## src/rtl/cdec_trace_dumper.sv

```systemverilog
// Trace dumper for the CDEC core: records architectural state on each fetch and streams it as bytes.
// On halt it appends a marker byte and then a dump of RAM read through a spare read port.
module cdec_trace_dumper #(
    parameter int         FIFO_DEPTH = 4,
    parameter logic [7:0] MARKER     = 8'hA5,
    parameter int         DUMP_WORDS = 256
) (
    input  logic       Clk,
    input  logic       Reset,
    input  logic       iFetch,
    input  logic [7:0] iRegPC,
    input  logic [7:0] iRegA,
    input  logic [7:0] iRegB,
    input  logic [7:0] iRegC,
    input  logic [2:0] iFlags,
    output logic [7:0] oMemAddr,
    output logic       oMemRe,
    input  logic [7:0] iMemData,
    output logic [7:0] oTxData,
    output logic       oTxValid,
    input  logic       iTxReady,
    output logic       oHalt,
    output logic       oOverflow,
    output logic       oDone
);
    localparam int AW = (FIFO_DEPTH > 1) ? $clog2(FIFO_DEPTH) : 1;
    localparam logic [AW:0]   DEPTH_CNT = (AW+1)'(FIFO_DEPTH);
    localparam logic [AW:0]   CNT_ONE   = (AW+1)'(1);
    localparam logic [AW-1:0] PTR_ONE   = AW'(1);
    localparam logic [7:0]    LAST_ADDR = 8'(DUMP_WORDS - 1);

    localparam logic [2:0] ST_IDLE = 3'd0;
    localparam logic [2:0] ST_SEND = 3'd1;
    localparam logic [2:0] ST_MARK = 3'd2;
    localparam logic [2:0] ST_RD   = 3'd3;
    localparam logic [2:0] ST_XMIT = 3'd4;
    localparam logic [2:0] ST_DONE = 3'd5;

    logic [39:0]   fifo_mem [FIFO_DEPTH];
    logic [AW-1:0] wr_ptr_reg, rd_ptr_reg;
    logic [AW:0]   count_reg;
    logic [7:0]    pre_pc_reg;
    logic          halt_reg, ovf_reg;
    logic [2:0]    state_reg, state_next;
    logic [2:0]    idx_reg, idx_next;
    logic [7:0]    addr_reg, addr_next;
    logic [7:0]    tx_data_reg, tx_data_next;

    logic        fetch_live, pc_repeat, push_req, push_ok, pop, full, tx_xfer;
    logic [39:0] rec_in, head_rec;
    logic [7:0]  head_byte [8];

    assign fetch_live = iFetch & ~halt_reg;
    assign pc_repeat  = (iRegPC == pre_pc_reg);
    assign push_req   = fetch_live & ~pc_repeat;
    assign full       = (count_reg == DEPTH_CNT);
    assign tx_xfer    = oTxValid & iTxReady;
    assign pop        = (state_reg == ST_SEND) && (idx_reg == 3'd4) && tx_xfer;
    // A full FIFO still accepts a record when the head leaves on the same edge.
    assign push_ok    = push_req & (~full | pop);
    assign rec_in     = {iRegPC, iRegA, iRegB, iRegC, 5'b0, iFlags};
    assign head_rec   = fifo_mem[rd_ptr_reg];

    for (genvar gi = 0; gi < 8; gi++) begin : g_head_byte
        if (gi < 5) begin : g_field
            assign head_byte[gi] = head_rec[39 - 8*gi -: 8];
        end else begin : g_pad
            assign head_byte[gi] = 8'h00;
        end
    end

    always_ff @(posedge Clk) begin
        if (!Reset && push_ok) begin
            fifo_mem[wr_ptr_reg] <= rec_in;
        end
    end

    always_ff @(posedge Clk) begin
        if (Reset) begin
            wr_ptr_reg  <= '0;
            rd_ptr_reg  <= '0;
            count_reg   <= '0;
            pre_pc_reg  <= 8'hFF;
            halt_reg    <= 1'b0;
            ovf_reg     <= 1'b0;
            state_reg   <= ST_IDLE;
            idx_reg     <= 3'd0;
            addr_reg    <= 8'h00;
            tx_data_reg <= 8'h00;
        end else begin
            if (fetch_live && pc_repeat) begin
                halt_reg <= 1'b1;
            end
            if (push_req) begin
                pre_pc_reg <= iRegPC;
            end
            if (push_req && !push_ok) begin
                ovf_reg <= 1'b1;
            end
            if (push_ok) begin
                wr_ptr_reg <= wr_ptr_reg + PTR_ONE;
            end
            if (pop) begin
                rd_ptr_reg <= rd_ptr_reg + PTR_ONE;
            end
            case ({push_ok, pop})
                2'b10:   count_reg <= count_reg + CNT_ONE;
                2'b01:   count_reg <= count_reg - CNT_ONE;
                default: ;
            endcase
            state_reg   <= state_next;
            idx_reg     <= idx_next;
            addr_reg    <= addr_next;
            tx_data_reg <= tx_data_next;
        end
    end

    always_comb begin
        state_next   = state_reg;
        idx_next     = idx_reg;
        addr_next    = addr_reg;
        tx_data_next = tx_data_reg;
        case (state_reg)
            ST_IDLE: begin
                // Pending records always drain before the marker.
                if (count_reg != '0) begin
                    state_next = ST_SEND;
                    idx_next   = 3'd0;
                end else if (halt_reg) begin
                    state_next = ST_MARK;
                end
            end
            ST_SEND: begin
                if (tx_xfer) begin
                    if (idx_reg == 3'd4) begin
                        state_next = ST_IDLE;
                    end else begin
                        idx_next = idx_reg + 3'd1;
                    end
                end
            end
            ST_MARK: begin
                if (tx_xfer) begin
                    addr_next  = 8'h00;
                    state_next = ST_RD;
                end
            end
            ST_RD: begin
                tx_data_next = iMemData;
                state_next   = ST_XMIT;
            end
            ST_XMIT: begin
                if (tx_xfer) begin
                    if (addr_reg == LAST_ADDR) begin
                        state_next = ST_DONE;
                    end else begin
                        addr_next  = addr_reg + 8'd1;
                        state_next = ST_RD;
                    end
                end
            end
            ST_DONE: state_next = ST_DONE;
            default: state_next = ST_IDLE;
        endcase
    end

    always_comb begin
        oTxData = 8'h00;
        case (state_reg)
            ST_SEND: oTxData = head_byte[idx_reg];
            ST_MARK: oTxData = MARKER;
            ST_XMIT: oTxData = tx_data_reg;
            default: oTxData = 8'h00;
        endcase
    end

    assign oTxValid  = (state_reg == ST_SEND) || (state_reg == ST_MARK) || (state_reg == ST_XMIT);
    assign oMemRe    = (state_reg == ST_RD);
    assign oMemAddr  = addr_reg;
    assign oHalt     = halt_reg;
    assign oOverflow = ovf_reg;
    assign oDone     = (state_reg == ST_DONE);
endmodule

```

## config.mk

```make
export PLATFORM = sky130hd
export DESIGN_NAME = cdec_trace_dumper
export DESIGN_NICKNAME = d
export VERILOG_FILES = /design/src/rtl/cdec_trace_dumper.sv
export SDC_FILE = /design/constraint.sdc
export NUM_CORES = 1
export LEC_CHECK = 0
export CAP_MARGIN = 0
export CORE_ASPECT_RATIO = 1.5
export CORE_UTILIZATION = 61
export DETAILED_ROUTE_END_ITERATION = 7
export PLACE_DENSITY = 0.84
export SLEW_MARGIN = 20
export SYNTH_ARGS = -nofsm -noshare
export SYNTH_HDL_FRONTEND = slang
export SYNTH_SLANG_ARGS = --single-unit
```

## constraint.sdc

```tcl
create_clock -name Clk -period 13.85 [get_ports Clk]
set_clock_uncertainty 0.05 [all_clocks]
set_input_delay 2.0775 -clock Clk [delete_from_list [all_inputs] [get_ports Clk]]
set_output_delay 2.0775 -clock Clk [all_outputs]
set_load 0.1 [all_outputs]
```

==> out/qor.csv <==
stage;metric;value;unit
routing;ant_nets;0;
power_and_ir_drop;irDropWorstVdd;0.000198;V
floorplan;rows;48;
grt;antenna_found_initial;0;
grt;grt_pass1_vias;4462;
routing;vias;4286;
sta;rsz0062_at_grt;false;
routing;dr.first_iter.drc_count;317;
critical_path;critPathCaptureType;output pin;
routing;drc;0;
power_and_ir_drop;p_comb_frac;0.216;
critical_path;critPathKind;flip-flop to output pin;
cts;cts_setup_buffers;0;
synthesis;synth_area;7380;um2
critical_path;cp_data_arrival_time;3.65;ns
cts;cts_tree;built;
synthesis;ys_types;52;
routing;dr.pass1.iters;4;
floorplan;core-area;11700;um2
finish;final_util;0.751;
synthesis;yosys_warnings;0;
power_and_ir_drop;internal_power;931;uW
finish;layout-drive-gt1-share;0.160;
sta;worstMarginPinSlew;1.00;ns
finish;fin_cells;699;
power_and_ir_drop;p_leak;0.00284;uW
power_and_ir_drop;p_seq_frac;0.459;
synthesis;yosysTopAreaCell;edfxtp_1;
floorplan;die-area;12600;um2
finish;antenna_cells;0;
sta;setup_ws;8.07;ns
synthesis;synthArstFlopShare;0;
sta;tns;0;ns
routing;wire_per_inst;21.5;um
min_path;min_from;tx_data_reg[4]$_SDFFE_PP0P_;
grt;grt_pass1_wl;23.9;mm
cts;cts_buffer_depth;2;
routing;via_per_inst;6.13;
cts;cts-root-buf;clkbuf_16;
floorplan;io_pins;68;
floorplan;start_util;0.633;
finish;final_net_count;592;
sta;timing_hold_violations_final;0;
cts;cts_made_buffers;17;
grt;grt_max_degree;38;
critical_path;rrSetupSlack;10.93;ns
floorplan;die_w;91.8;um
floorplan;die_h;137;um
place;dp_hpwl;9.51;mm
status;status;finished, final reports clean;
min_path;hold_path.class;flip-flop to flip-flop;
place;place_congestion;0.869;
power_and_ir_drop;p_clk_frac;0.325;
finish;synthToLayoutAreaGrowth;18.5;%
cts;clock_sinks;181;
sta;finalSetupViolations;0;
sta;max_freq;173;MHz
critical_path;reg2reg_depth;5;
critical_path;regToRegEndpoint;fifo_mem[3][11]$_DFFE_PP_;
cts;cts.hold.buffers_added;0;
run;maxCapViolCount;0;
synthesis;synth_edf_count;140;
synthesis;syn_area_per_cell;16.0;um2
finish;largest_reg_flops;140;
synthesis;ys.flop_type;edfxtp_1;
synthesis;syn_inst;461;
sta;fin_crit_sh;0.417;
power_and_ir_drop;p_sw;430;uW
routing;wl;15.0;mm
cts;htreeDepth;4;
grt;overflow;0;
synthesis;syn_nets;517;
power_and_ir_drop;pwr_density_cell;156;nW/um2
power_and_ir_drop;p_sw_frac;0.316;
critical_path;setup.worst_path.end;oTxData[1];
synthesis;synth.top_cell.area_share;0.570;
place;dp.cells;667;
finish;top_register;fifo_mem;
place;dpl_worst_slack;8.60;ns
sta;relSlewSlack;0.329;
sta;drv_slew;0;
grt;track_usage;0.263;
critical_path;cp.required;11.72;ns
cts;cts_resized;0;
cts;clk-insertion-delay-late;0.42;ns
critical_path;critPathLaunchType;flip-flop;
synthesis;ys_seq_area_frac;0.681;
sta;fin_crit;5.78;ns
cts;clkSlewWorstSetupHoldPaths;0.06;ns
place;io_buffers;67;
synthesis;synth-seq-cells;181;
critical_path;cp_max_fo;34;
sta;fin_hold_ws;0.419;ns
synthesis;synthTopCellsByArea;edfxtp_1, dfxtp_1, mux4_2;
critical_path;r2r-start;state_reg[0]$_SDFFE_PP0P_;
-- worst min-delay path by stage --
stage / end / slack, ns / cells after the start
after global routing: tx_data_reg[4]$_SDFFE_PP0P_ / 0.43 / 2
after detailed placement: tx_data_reg[4]$_SDFFE_PP0P_ / 0.40 / 2
after CTS: tx_data_reg[2]$_SDFFE_PP0P_ / 0.42 / 2
final: tx_data_reg[4]$_SDFFE_PP0P_ / 0.42 / 2
after floorplan: tx_data_reg[0]$_SDFFE_PP0P_ / 0.39 / 2
after global placement: tx_data_reg[6]$_SDFFE_PP0P_ / 0.40 / 2
-- layer usage --
layer  routed length, um  share of wire  track usage  vias up
li1                    -              -            -     1939
met4                 328          0.022        0.112        0
met5                   0              0            0        -
met2                8220           0.55        0.468      175
met1                5570           0.37        0.307     2148
met3                 913          0.061       0.0617       24
-- logic make-up after synthesis --
group | Yosys count | share of synthesized area
buffers and inverters | 32 | 0.0231
muxes | 52 | 0.128
xor gates and xnor gates | 20 | 0.0237
DFF | 181 | 0.681
and+or+nand+nor | 99 | 0.0629
AOI/OAI and AO/OA | 68 | 0.0648
adders and majority gates | 9 | 0.0163
-- cell usage after synthesis, types with 7 or more instances --
cell and n:
buf_2 7, mux2i_1 16, a221oi_1 10, nand2_1 38
inv_1 11, xnor2_1 12, o21ai_1 7, edfxtp_1 140
ha_1 8, xor2_1 8, dfxtp_1 41, nor2_1 30
mux4_2 34, a21oi_1 18, a22o_1 7
-- power by group through the flow --
stage	clock (uW)	combinational, uW	sequential (uW)
floorplan	0	215	630
global placement	0	284	633
detailed placement	0	290	635
finish	443	293	624
global route	472	309	627
CTS	448	292	624
-- critical path, cell delays in order, from the launching register on --
cell and delay, ns:
dfxtp_2 0.31, buf_4 0.53, mux4_2 0.60, a22o_1 0.26, a221oi_1 0.37, o21ai_1 0.14, clkdlybuf4s50_1 0.99
-- cells in the final DEF, fill, tap and decap left out, types with 8 or more instances in the layout --
cell	count
nand2_1	38
edfxtp_1	140
mux2i_1	16
xnor2_1	12
clkdlybuf4s50_1	67
nor2_1	30
clkbuf_16	17
mux4_2	34
buf_4	8
inv_1	11
dfxtp_1	40
xor2_1	8
a21oi_1	18
ha_1	8
a221oi_1	10
-- stage by stage --
stage                     instance area, um2  power, uW
after floorplan                         7380        845
after global placement                  8200        918
after detailed placement                8200        925
after CTS                               8750       1360
after global routing                    8750       1410
final                                   8750       1360
-- cell type report --
type / count / area, um2
multi-input combinational: 248 / 2210
timing repair buffer: 75 / 731
sequential: 181 / 5030
clock inverter: 14 / 120
inverter: 13 / 48.8
fill: 702 / 2900
clock buffer: 18 / 429
tap: 150 / 188
(Power assumes the default switching activity.)
